[src/rtl/rc5_pkg.sv]
// Shared constants, state encoding and rotate helpers for the RC5-16/12/16 cipher core.
// RC5_DECRYPT_EN adds the FINAL state used by the decrypt path.
package rc5_pkg;

    localparam int unsigned W   = 16;
    localparam int unsigned R   = 12;
    localparam int unsigned T   = 2 * (R + 1);
    localparam int unsigned LGW = 4;

    typedef logic [W-1:0] word_t;

    typedef enum logic [1:0] {
        IDLE  = 2'd0,
        ROUND = 2'd1,
`ifdef RC5_DECRYPT_EN
        FINAL = 2'd2,
`endif
        DONE  = 2'd3
    } state_t;

    // Shifting a doubled word keeps the rotate free of variable-width arithmetic.
    function automatic word_t rotl(input word_t x, input logic [LGW-1:0] n);
        logic [2*W-1:0] t;
        t = {x, x} << n;
        return t[2*W-1:W];
    endfunction

    function automatic word_t rotr(input word_t x, input logic [LGW-1:0] n);
        logic [2*W-1:0] t;
        t = {x, x} >> n;
        return t[W-1:0];
    endfunction

endpackage

[src/rtl/rc5_round.sv]
// One combinational RC5 round; encrypt always, decrypt added under RC5_DECRYPT_EN.
module rc5_round
    import rc5_pkg::*;
(
    input  logic [W-1:0] a,
    input  logic [W-1:0] b,
    input  logic [W-1:0] s_even,
    input  logic [W-1:0] s_odd,
`ifdef RC5_DECRYPT_EN
    input  logic         dec,
`endif
    output logic [W-1:0] a_next,
    output logic [W-1:0] b_next
);

    word_t enc_a;
    word_t enc_b;

    always_comb begin
        enc_a = rotl(a ^ b, b[LGW-1:0]) + s_even;
        enc_b = rotl(b ^ enc_a, enc_a[LGW-1:0]) + s_odd;
    end

`ifdef RC5_DECRYPT_EN
    word_t dec_a;
    word_t dec_b;

    // Decrypt undoes B first, then A using the freshly recovered B.
    always_comb begin
        dec_b  = rotr(b - s_odd, a[LGW-1:0]) ^ a;
        dec_a  = rotr(a - s_even, dec_b[LGW-1:0]) ^ dec_b;
        a_next = dec ? dec_a : enc_a;
        b_next = dec ? dec_b : enc_b;
    end
`else
    assign a_next = enc_a;
    assign b_next = enc_b;
`endif

endmodule

[src/rtl/rc5_cipher.sv]
// Iterative RC5-16/12/16 core: one round per clock, valid/ready on input and output.
// Define RC5_DECRYPT_EN to honour mode_dec and build the decrypt path.
module rc5_cipher
    import rc5_pkg::*;
(
    input  logic                clk,
    input  logic                rst,
    input  logic [T-1:0][W-1:0] sub,
    input  logic                keys_ready,
    input  logic                in_valid,
    output logic                in_ready,
    input  logic [2*W-1:0]      in_data,
    input  logic                mode_dec,
    output logic                out_valid,
    input  logic                out_ready,
    output logic [2*W-1:0]      out_data
);

    localparam logic [3:0] I_LAST = 4'(R);

    state_t     state;
    state_t     state_next;
    logic [3:0] i;
    logic [3:0] i_next;
    word_t      a;
    word_t      b;
    word_t      a_next;
    word_t      b_next;
    word_t      ra;
    word_t      rb;
    logic       armed;

`ifdef RC5_DECRYPT_EN
    logic dec;
    logic dec_next;
`else
    logic unused_mode;
    assign unused_mode = mode_dec;
`endif

    rc5_round u_round (
        .a      (a),
        .b      (b),
        .s_even (sub[{i, 1'b0}]),
        .s_odd  (sub[{i, 1'b1}]),
`ifdef RC5_DECRYPT_EN
        .dec    (dec),
`endif
        .a_next (ra),
        .b_next (rb)
    );

    assign out_data = {b, a};

    always_comb begin
        state_next = state;
        a_next     = a;
        b_next     = b;
        i_next     = i;
        // armed is low for the first cycle out of reset so in_ready starts at 0.
        in_ready   = armed && keys_ready && (state == IDLE);
        out_valid  = 1'b0;
`ifdef RC5_DECRYPT_EN
        dec_next   = dec;
`endif
        case (state)
            IDLE: begin
                if (in_valid && in_ready) begin
                    state_next = ROUND;
`ifdef RC5_DECRYPT_EN
                    dec_next = mode_dec;
                    if (mode_dec) begin
                        a_next = in_data[W-1:0];
                        b_next = in_data[2*W-1:W];
                        i_next = I_LAST;
                    end else
`endif
                    begin
                        a_next = in_data[W-1:0] + sub[0];
                        b_next = in_data[2*W-1:W] + sub[1];
                        i_next = 4'd1;
                    end
                end
            end
            ROUND: begin
                if (!keys_ready) begin
                    state_next = IDLE;
                    i_next     = '0;
                end else begin
                    a_next = ra;
                    b_next = rb;
`ifdef RC5_DECRYPT_EN
                    if (dec) begin
                        i_next = i - 4'd1;
                        if (i == 4'd1) state_next = FINAL;
                    end else
`endif
                    if (i == I_LAST) begin
                        state_next = DONE;
                        i_next     = '0;
                    end else begin
                        i_next = i + 4'd1;
                    end
                end
            end
`ifdef RC5_DECRYPT_EN
            FINAL: begin
                if (!keys_ready) begin
                    state_next = IDLE;
                    i_next     = '0;
                end else begin
                    a_next     = a - sub[0];
                    b_next     = b - sub[1];
                    state_next = DONE;
                end
            end
`endif
            DONE: begin
                out_valid = 1'b1;
                if (out_ready) state_next = IDLE;
            end
            default: state_next = IDLE;
        endcase
    end

    always_ff @(posedge clk) begin
        if (rst) begin
            state <= IDLE;
            a     <= '0;
            b     <= '0;
            i     <= '0;
            armed <= 1'b0;
`ifdef RC5_DECRYPT_EN
            dec   <= 1'b0;
`endif
        end else begin
            state <= state_next;
            a     <= a_next;
            b     <= b_next;
            i     <= i_next;
            armed <= (state_next == IDLE);
`ifdef RC5_DECRYPT_EN
            dec   <= dec_next;
`endif
        end
    end

endmodule

[config.mk]
export PLATFORM = sky130hd
export DESIGN_NAME = rc5_cipher
export DESIGN_NICKNAME = d
export VERILOG_FILES = /design/src/rtl/rc5_pkg.sv /design/src/rtl/rc5_round.sv /design/src/rtl/rc5_cipher.sv
export SDC_FILE = /design/constraint.sdc
export NUM_CORES = 1
export LEC_CHECK = 0
export CAP_MARGIN = 20
export CORE_AREA = 2 2 191 193
export DETAILED_ROUTE_END_ITERATION = 7
export DIE_AREA = 0 0 193 195
export DONT_BUFFER_PORTS = 1
export PLACE_DENSITY_LB_ADDON = 0.25
export REMOVE_ABC_BUFFERS = 1
export SYNTH_ARGS = -nofsm -noshare
export SYNTH_HDL_FRONTEND = slang
export SYNTH_HIERARCHICAL = 1
export SYNTH_SLANG_ARGS = --single-unit
[constraint.sdc]
create_clock -name clk -period 9.9 [get_ports clk]
set_input_delay 0.99 -clock clk [delete_from_list [all_inputs] [get_ports clk]]
set_output_delay 0.99 -clock clk [all_outputs]
set_load 0.01 [all_outputs]
==> results of run 1 <==
final cells by class:
type,instances,area [µm²]
clock buffer,5,125
multi-input combinational,969,8510
antenna,3,7.51
inverter,37,139
clock inverter,3,43.8
sequential,39,790
timing repair buffer,19,143
tap,461,577
fill,3759,25100
worst reg2reg max path: cells and delay by family (launching register included):
family | cells | cell delay, ns
AO/OA/AOI/OAI | 12 | 2.43
AND/OR/NAND/NOR | 6 | 1.61
multiplexers | 4 | 1.45
adder cells (fa/ha/maj) | 2 | 0.86
buffers and inverters | 1 | 0.63
flip-flops | 1 | 0.56
XOR/XNOR | 2 | 0.45
worst min path at each step:
stage	start	endpoint	slack [ns]
floorplan	i[3]	i[3]	0.44
global placement	i[3]	i[3]	0.47
detailed placement	i[3]	i[3]	0.47
CTS	i[3]	i[3]	0.49
global route	i[3]	i[3]	0.52
finish	i[3]	i[3]	0.49
power by group:
group	switching (mW)	total, mW	leakage (nW)	internal, mW
Combinational	0.872	1.58	3.29	0.706
Clock	0.0786	0.198	0.0838	0.119
Sequential	0.0279	0.194	0.320	0.166
Total	0.978	1.97	3.69	0.992
cells by family (layout without fill, tap and decap cells):
family                   Yosys count  count (layout)
AND/OR/NAND/NOR                  332             332
multiplexers                     168             168
AO/OA/AOI/OAI                    329             329
flip-flops                        39              39
adder cells (fa/ha/maj)           67              67
buffers and inverters            124              64
other                              0               3
XOR/XNOR                          73              73
cell usage after synthesis, drive strengths merged, types with 6 or more instances:
cell and instances:
mux4 114, o21ai 66, a21o 21, clkbuf 51, or3 10, nand4 6, a211oi 13, a21oi 69
a31oi 40, mux2 10, a221oi 41, nand2 158, nor2 58, buf 35, nor2b 7, and3 12
xnor2 40, mux2i 44, o21bai 6, o21a 7, inv 36, nand2b 11, a311oi 11, ha 63
dfxtp 39, o211ai 8, xor2 28, nor3 23, o22ai 7, nand3 28
cell usage in the layout (no fill, tap or decap), types with 8 or more instances in the layout:
cell type    n
nand2_1    158
mux4_2     112
a21oi_1     68
ha_1        63
o21ai_0     59
nor2_1      57
mux2i_1     44
a31oi_1     40
a221oi_1    39
xnor2_1     39
dfxtp_1     36
inv_1       30
nand3_1     27
xor2_1      27
nor3_1      21
a21o_1      19
buf_4       19
a211oi_1    13
nand2b_1    11
a311oi_1    10
and3_1      10
or3_1       10
o211ai_1     8
per-layer routing:
metal | up-vias | GRT usage | wire length [µm]
met2 | 372 | 0.333 | 18800
met5 | - | 0 | 11
met4 | 2 | 0.0477 | 865
met3 | 31 | 0.0426 | 2730
li1 | 4316 | - | -
met1 | 4489 | 0.258 | 16300
registers in the layout, summed over array words and instances, names as in the netlist:
name / flops
i: 4
b: 16
armed: 1
state: 2
a: 16
==> run summary, run 1 <==
Status - finished clean
R2R Path Start - i[0]
Final worst slack - 1.88 ns
Post-CTS setup buffer count - 0
Setup violators final - 0
Syn_area_per_cell - 8.67 µm²
Final Cell Area - 0.0103 mm²
Register clock-pin slew on the reported worst setup and hold paths - 0.07 ns
Largest family of logic cells by synthesized area - multiplexers
Final period util - 0.811
Total GRT Usage - 0.198
HP Class - reg2reg
Final Critical Period - 8.02 ns
Final Max Slew Viols - 0
MaxCap Viol Count - 0
Synth area leader - mux4_2
Hpwl dp - 32.2 mm
Hold WS - 0.492 ns
Dpl cells - 1,525
Largest net degree at the start of global routing - 61
Critical path endpoint - b[12]
Slowest-stage cell, CP - buf_4
CTS tree - yes
Place WS - 1.86 ns
Final wirelength - 38.8 mm
Cell Area, Synth - 0.00981 mm²
CP Launch Type - flop
I/O pin count - 488
First-pass GRT wire length - 56.3 mm
PostCTS Resize Cnt - 0
Gp weighted congestion - 0.896
Ys async rst share - 0
Final Hold Vio Count - 0
Area share of the largest cell type after synthesis - 0.257
Area delta synth->final - 5.29%
Total grt overflow - 0
Critical Path Sink Type - flop
Ratio of cells with drive above 1 in the final layout - 0.171
CP Class - reg2reg
WHS Path Cells - 2
WP data arrival - 8.26 ns
Worst path most repeated cell - a21oi_1
Die height - 195 µm
DRT Pass-1 Iters - 5
Synth warn - 6
Nets - 1,592
Top post-synthesis cells by area - mux4_2 26%, ha_1 8.0%, dfxtp_1 8.0%
Worst r2r path cells - 27
CTS Sinks - 39
Post-synthesis mux area share - 0.320
Post-synthesis sequential area ratio - 0.0796
Crit path max-delay family - compound AO/OA/AOI/OAI gates
Clock tree buffer depth - 2
Fin cells - 1,536
CP max stage delay - 0.61 ns
CP Buf/Inv Count - 1
Residual DRC count - 0
H-tree depth - 2
Top FF cell, synth - dfxtp_1
Post-synth EDFFs - 0
CP Max Fanout - 37
Post-Synth XOR/XNOR Area - 0.0737
Die width - 193 µm
Root Driver - clkbuf_16
Adder-cell share of the synthesized area - 0.0885
Vias in the first global route - 9,028
Crit path from - i[0]
Hold Buf Count CTS - 0
Relative slew slack - 0.379
Yosys cell types - 78
Leak pwr - 3.69 nW
Number of DRC markers in iteration 0 - 624
DR vias/cell - 6.00
Cells after Synth - 1,132
Core Region - 0.0354 mm²
Dpl cell area - 0.0102 mm²
Highest clock rate - 0.125 GHz
Setup Skew - 0.00890 ns
Setup_tns - 0 ns
Worst path depth - 27
Pwr per Cell Area - 191 mW/mm²
Reg2reg setup slack - 1.88 ns
Synth Area in Compound Gates - 0.230
Num CTS Buffers - 5
Post-layout util - 0.292
Worst Path Required - 10.13 ns
VDD IR max - 0.124 mV
Post-synthesis register bit count - 39
# port buffers - 0
ANT nets after route - 0
FP Rows - 69
Post-Synth Simple-Gate Area - 0.154
Routed len/inst - 25.3 µm
RSZ-0062 raised after global routing - no
FF-to-FF End - b[12]
Initial antenna violation count - 4
Worst-Margin Slew - 0.923 ns
Initial Utilization - 0.277
Clock Latency Late Sink - 0.31 ns
Power, Total - 1.97 mW
Die ar. - 0.0376 mm²
DR vias - 9,210
No activity file was read; power rests on OpenSTA's default activity.
==> run 2: changes to the inputs <==
==> constraint.sdc (replaced) <==
create_clock -name clk -period 6.5 [get_ports clk]
set_input_delay 0.65 -clock clk [delete_from_list [all_inputs] [get_ports clk]]
set_output_delay 0.65 -clock clk [all_outputs]
set_load 0.01 [all_outputs]
==> run summary, run 2 (synthesis results as in run 1) <==
Largest net degree at the start of global routing - 43 (-30%)
VDD IR max - 0.177 mV (+42%)
Worst Path Required - 6.67 ns (-3.46 ns)
Hpwl dp - 36.1 mm (+12%)
DR vias - 10,100 (+9.2%)
Residual DRC count - 0 (unchanged)
Initial antenna violation count - 1 (-3)
Nets - 1,801 (+13%)
Die height - 195 µm (unchanged)
Hold WS - 0.418 ns (-0.0744 ns)
Setup_tns - -0.114 ns (-0.114 ns)
I/O pin count - 488 (unchanged)
CP Max Fanout - 5 (-86%)
Setup violators final - 3 (+3)
CP Launch Type - flop
Register clock-pin slew on the reported worst setup and hold paths - 0.06 ns (about the same)
Pwr per Cell Area - 318 mW/mm² (+67%)
Area delta synth->final - 28.1%
RSZ-0062 raised after global routing - yes
Root Driver - clkbuf_16
Highest clock rate - 0.151 GHz (+21%)
Worst path most repeated cell - a21o_1
Worst-Margin Slew - 0.943 ns (+0.0197 ns)
Vias in the first global route - 9,881 (+9.4%)
# port buffers - 0 (unchanged)
Die width - 193 µm (unchanged)
Critical Path Sink Type - flop
First-pass GRT wire length - 61.8 mm (+9.8%)
Final period util - 1.02 (+0.206)
DR vias/cell - 5.77 (-3.8%)
HP Class - in2reg
ANT nets after route - 0 (unchanged)
MaxCap Viol Count - 0 (unchanged)
Slowest-stage cell, CP - mux4_2
CTS tree - yes
Place WS - -0.786 ns (-2.65 ns)
FP Rows - 69 (unchanged)
Leak pwr - 4.82 nW (+31%)
Final worst slack - -0.105 ns (-1.98 ns)
Final Max Slew Viols - 0 (unchanged)
WP data arrival - 6.77 ns (-1.49 ns)
Total GRT Usage - 0.219 (+0.0207)
Most common cell after layout, fill and taps aside - buf_4
Status - finished, violations left
Routed len/inst - 24.7 µm (-2.0%)
Relative slew slack - 0.364 (-0.0154)
Clock tree buffer depth - 2 (unchanged)
CTS Sinks - 39 (unchanged)
Die ar. - 0.0376 mm² (unchanged)
Setup Skew - 0.00535 ns (-0.00355 ns)
Final Hold Vio Count - 0 (unchanged)
Number of DRC markers in iteration 0 - 594 (-4.8%)
Failing checks - setup timing
H-tree depth - 2 (unchanged)
Total grt overflow - 0 (unchanged)
Clock Latency Late Sink - 0.29 ns (-0.02 ns)
Ratio of cells with drive above 1 in the final layout - 0.378 (+0.207)
Commonest cells after routing, fill and taps aside - 211 x buf_4, 158 x nand2_1, 114 x mux4_2
CP max stage delay - 0.50 ns (-0.11 ns)
CP Class - reg2reg
Num CTS Buffers - 5 (unchanged)
Final wirelength - 43.1 mm (+11%)
Core Region - 0.0354 mm² (unchanged)
Dpl cell area - 0.0116 mm² (+15%)
Gp weighted congestion - 0.943 (+5.2%)
Fin cells - 1,743 (+13%)
Initial Utilization - 0.277 (unchanged)
DRT Pass-1 Iters - 5 (unchanged)
Dpl cells - 1,712 (+12%)
Final Critical Period - 6.60 ns (-1.42 ns)
Final Cell Area - 0.0126 mm² (+22%)
Biggest regs - a: 16 flops, b: 16 flops, i: 4 flops
run 2: final cells by class:
| type | count | area (µm²) |
|---|---|---|
| flip-flops and latches | 39 | 802 |
| clock inverters | 2 | 7.51 |
| multi-input cells | 969 | 9020 |
| clock buffers | 6 | 129 |
| inverters | 37 | 145 |
| diodes | 1 | 2.50 |
| fillers | 3629 | 22800 |
| repair buffers | 228 | 1890 |
| well taps | 461 | 577 |
run 2: metrics by stage:
stage / utilization / power [mW]
final: 0.355 / 4.00
after global routing: 0.355 / 4.31
after CTS: 0.342 / 3.74
after detailed placement: 0.329 / 3.33
after global placement: 0.329 / 3.33
after floorplan: - / 2.16
run 2: final timing paths:
check        startpoint       end  slack, ns  depth (start not counted)
min                 rst      i[0]       0.42                          1
max                b[0]     b[13]      -0.10                         31
min reg2reg    state[0]  state[1]       0.55                          2
max reg2reg        b[0]     b[13]      -0.10                         31
run 2: critical path, delay by kind of cell (launching register included):
family / cells / cell delay (ns)
flip-flops: 1 / 0.34
adder cells (fa/ha/maj): 2 / 0.59
AO/OA/AOI/OAI: 15 / 2.82
XOR/XNOR: 1 / 0.12
multiplexers: 5 / 1.61
AND/OR/NAND/NOR: 5 / 0.57
buffers and inverters: 3 / 0.43
run 2: power by group:
| part | total, mW | internal [mW] | switching (mW) |
|---|---|---|---|
| registers | 0.269 | 0.254 | 0.0149 |
| clock network | 0.245 | 0.140 | 0.105 |
| logic | 3.48 | 1.79 | 1.69 |
run 2: routing by layer:
metal | wire (µm) | up-vias | track usage
met5 | 0 | - | 0
met4 | 1070 | 0 | 0.0505
met3 | 3060 | 41 | 0.0415
li1 | - | 4734 | -
met2 | 21100 | 387 | 0.373
met1 | 17900 | 4891 | 0.286
run 2: repair_timing:
item / in CTS / in global routing
setup endpoints to repair: 8 / 8
endpoints found under the hold margin: 0 / 0
pin swaps: 31 / 38
gates cloned: 1 / 1
buffers inserted: 8 / 13
hold buffers: 0 / 0
resized for setup: 65 / 74
==> run 3: changes to the inputs <==
--- a/config.mk
+++ b/config.mk
@@ -6,9 +6,9 @@
 export NUM_CORES = 1
 export LEC_CHECK = 0
 export CAP_MARGIN = 20
-export CORE_AREA = 2 2 191 193
+export CORE_AREA = 4 4 187 189
 export DETAILED_ROUTE_END_ITERATION = 7
-export DIE_AREA = 0 0 193 195
+export DIE_AREA = 0 0 191 193
 export DONT_BUFFER_PORTS = 1
 export PLACE_DENSITY_LB_ADDON = 0.25
 export REMOVE_ABC_BUFFERS = 1
==> run summary, run 3 (synthesis results as in run 1) <==
MaxCap Viol Count - 0 (unchanged)
Worst path most repeated cell - mux4_2
Max Used Layer - met4
VDD IR max - 0.173 mV (-1.9%)
CP Class - reg2reg
Hpwl dp - 36.3 mm (+0.52%)
WHS Path Cells - 1 (unchanged)
Core Region - 0.0333 mm² (-6.0%)
Critical Path Sink Type - flop
CTS Sinks - 39 (unchanged)
Leak pwr - 4.74 nW (-1.5%)
FP Rows - 67 (-2.9%)
CP Launch Type - flop
Largest net degree at the start of global routing - 43 (unchanged)
Relative slew slack - 0.384 (+0.0201)
Final wirelength - 43.1 mm (-0.16%)
Hold Buf Count CTS - 0 (unchanged)
# port buffers - 0 (unchanged)
Vias in the first global route - 9,734 (-1.5%)
Pwr per Cell Area - 320 mW/mm² (+0.78%)
CP Max Fanout - 9 (+4)
RSZ-0062 raised after global routing - yes
Residual DRC count - 0 (unchanged)
Root Driver - clkbuf_16
Clock Latency Late Sink - 0.31 ns (+0.02 ns)
Initial Utilization - 0.295 (+0.0176)
Final Max Slew Viols - 0 (unchanged)
Highest clock rate - 0.152 GHz (+0.44%)
ANT nets after route - 0 (unchanged)
Wire length on met2 - 21.2 mm (+0.70%)
DRT Pass-1 Iters - 5 (unchanged)
Initial antenna violation count - 3 (+2)
Die ar. - 0.0369 mm² (-2.1%)
DR vias/cell - 5.85 (+1.5%)
Commonest cells after routing, fill and taps aside - 209 x buf_4, 158 x nand2_1, 114 x mux4_2
Status - finished, violations left
Clock tree buffer depth - 2 (unchanged)
Worst r2r path cells - 28 (-9.7%)
Most common cell after layout, fill and taps aside - buf_4
Total grt overflow - 0 (unchanged)
Final worst slack - -0.0756 ns (+0.0291 ns)
CTS tree - yes
Worst Path Required - 6.74 ns (+0.07 ns)
DR vias - 10,100 (+0.39%)
Final Hold Vio Count - 0 (unchanged)
CP max stage delay - 0.57 ns (+0.07 ns)
First-pass GRT wire length - 60.5 mm (-2.2%)
Number of DRC markers in iteration 0 - 739 (+24%)
Setup violators final - 4 (+1)
Die width - 191 µm (-1.0%)
Biggest regs - a: 16 flops, b: 16 flops, i: 4 flops
Final Critical Period - 6.58 ns (-0.0291 ns)
Final Cell Area - 0.0124 mm² (-1.2%)
Post-layout util - 0.373 (+0.0182)
Final-layout fill cell count - 3,407 (-6.1%)
Setup Skew - 0.00983 ns (+0.00448 ns)
Die height - 193 µm (-1.0%)
Place WS - -0.765 ns (+0.0207 ns)
Gp weighted congestion - 0.943 (about the same)
H-tree depth - 2 (unchanged)
Wire length on met3 - 2.98 mm (-2.4%)
Routed len/inst - 25.0 µm (+0.94%)
Final period util - 1.01 (-0.00448)
Worst-Margin Slew - 0.913 ns (-0.0297 ns)
Register clock-pin slew on the reported worst setup and hold paths - 0.07 ns (about the same)
Slowest-stage cell, CP - mux4_2
HP Class - in2reg
Dpl cell area - 0.0116 mm² (-0.57%)
Total GRT Usage - 0.215 (-0.00448)
WP data arrival - 6.82 ns (+0.05 ns)
Failing checks - setup timing
Nets - 1,793 (-0.44%)
Met1 Wirelength - 17.8 mm (-0.97%)
I/O pin count - 488 (unchanged)
Num CTS Buffers - 5 (unchanged)
Area delta synth->final - 26.6%
Ratio of cells with drive above 1 in the final layout - 0.370 (-0.00784)
[run 3: cell types whose count changed in the layout (fill, tap and decap cells not counted), sizes merged]
| cell | delta |
|---|---|
| buf | -8 |
| inv | +1 |
| clkinv | -1 |
| diode | +2 |
[run 3: layout make-up]
cell class	instances	area, µm²	area share
diodes	3	7.51	0.000604
clock buffers	6	129	0.0104
clock inverters	2	12.5	0.00101
inverters	37	144	0.0116
multi-input cells	969	9000	0.724
flip-flops and latches	39	805	0.0647
well taps	448	561	0.0451
repair buffers	220	1770	0.142
[run 3: through the flow]
| step | setup TNS [ns] | cells | hold WS [ns] | total power [mW] |
|---|---|---|---|---|
| after floorplan | -98.26 | 1045 | 0.439 | 2.16 |
| after global placement | -2.86 | 1694 | 0.470 | 3.29 |
| after detailed placement | -3.97 | 1694 | 0.489 | 3.29 |
| after CTS | -0.0211 | 1708 | 0.398 | 3.77 |
| after global routing | -1.32 | 1724 | 0.397 | 4.27 |
| final | -0.156 | 1724 | 0.408 | 3.98 |
[run 3: layer usage]
| metal | GRT usage | vias to the layer above |
|---|---|---|
| met5 | 0 | - |
| met4 | 0.0500 | 0 |
| met2 | 0.370 | 440 |
| met3 | 0.0362 | 54 |
| li1 | - | 4721 |
| met1 | 0.283 | 4877 |
[run 3: worst max-delay path, delay by kind of cell (launching register included)]
| family | cells | cell delay (ns) |
|---|---|---|
| buffers and inverters | 3 | 0.36 |
| and+or+nand+nor | 5 | 1.11 |
| adders and majority gates | 2 | 0.53 |
| muxes | 5 | 1.91 |
| DFF | 1 | 0.39 |
| AOI/OAI and AO/OA | 11 | 1.82 |
| xor gates and xnor gates | 2 | 0.38 |
[run 3: final timing paths]
kind	from	end	slack (ns)
max reg2reg	b[0]	b[12]	-0.08
min	rst	a[2]	0.41
min reg2reg	i[3]	i[3]	0.49
max	b[0]	b[12]	-0.08
[run 3: repair_timing]
action | 4_1_cts | 5_1_grt
cloned | 0 | 1
setup endpoints to repair | 8 | 8
pin swaps | 19 | 27
buffers inserted | 6 | 12
resized for setup | 68 | 55
[run 3: report_power, final]
| group | internal (mW) | total [mW] | leakage (nW) | switching [mW] |
|---|---|---|---|---|
| Clock | 0.142 | 0.260 | 0.0669 | 0.118 |
| Combinational | 1.77 | 3.45 | 4.35 | 1.68 |
| Sequential | 0.254 | 0.271 | 0.325 | 0.0174 |
| Total | 2.17 | 3.98 | 4.74 | 1.81 |
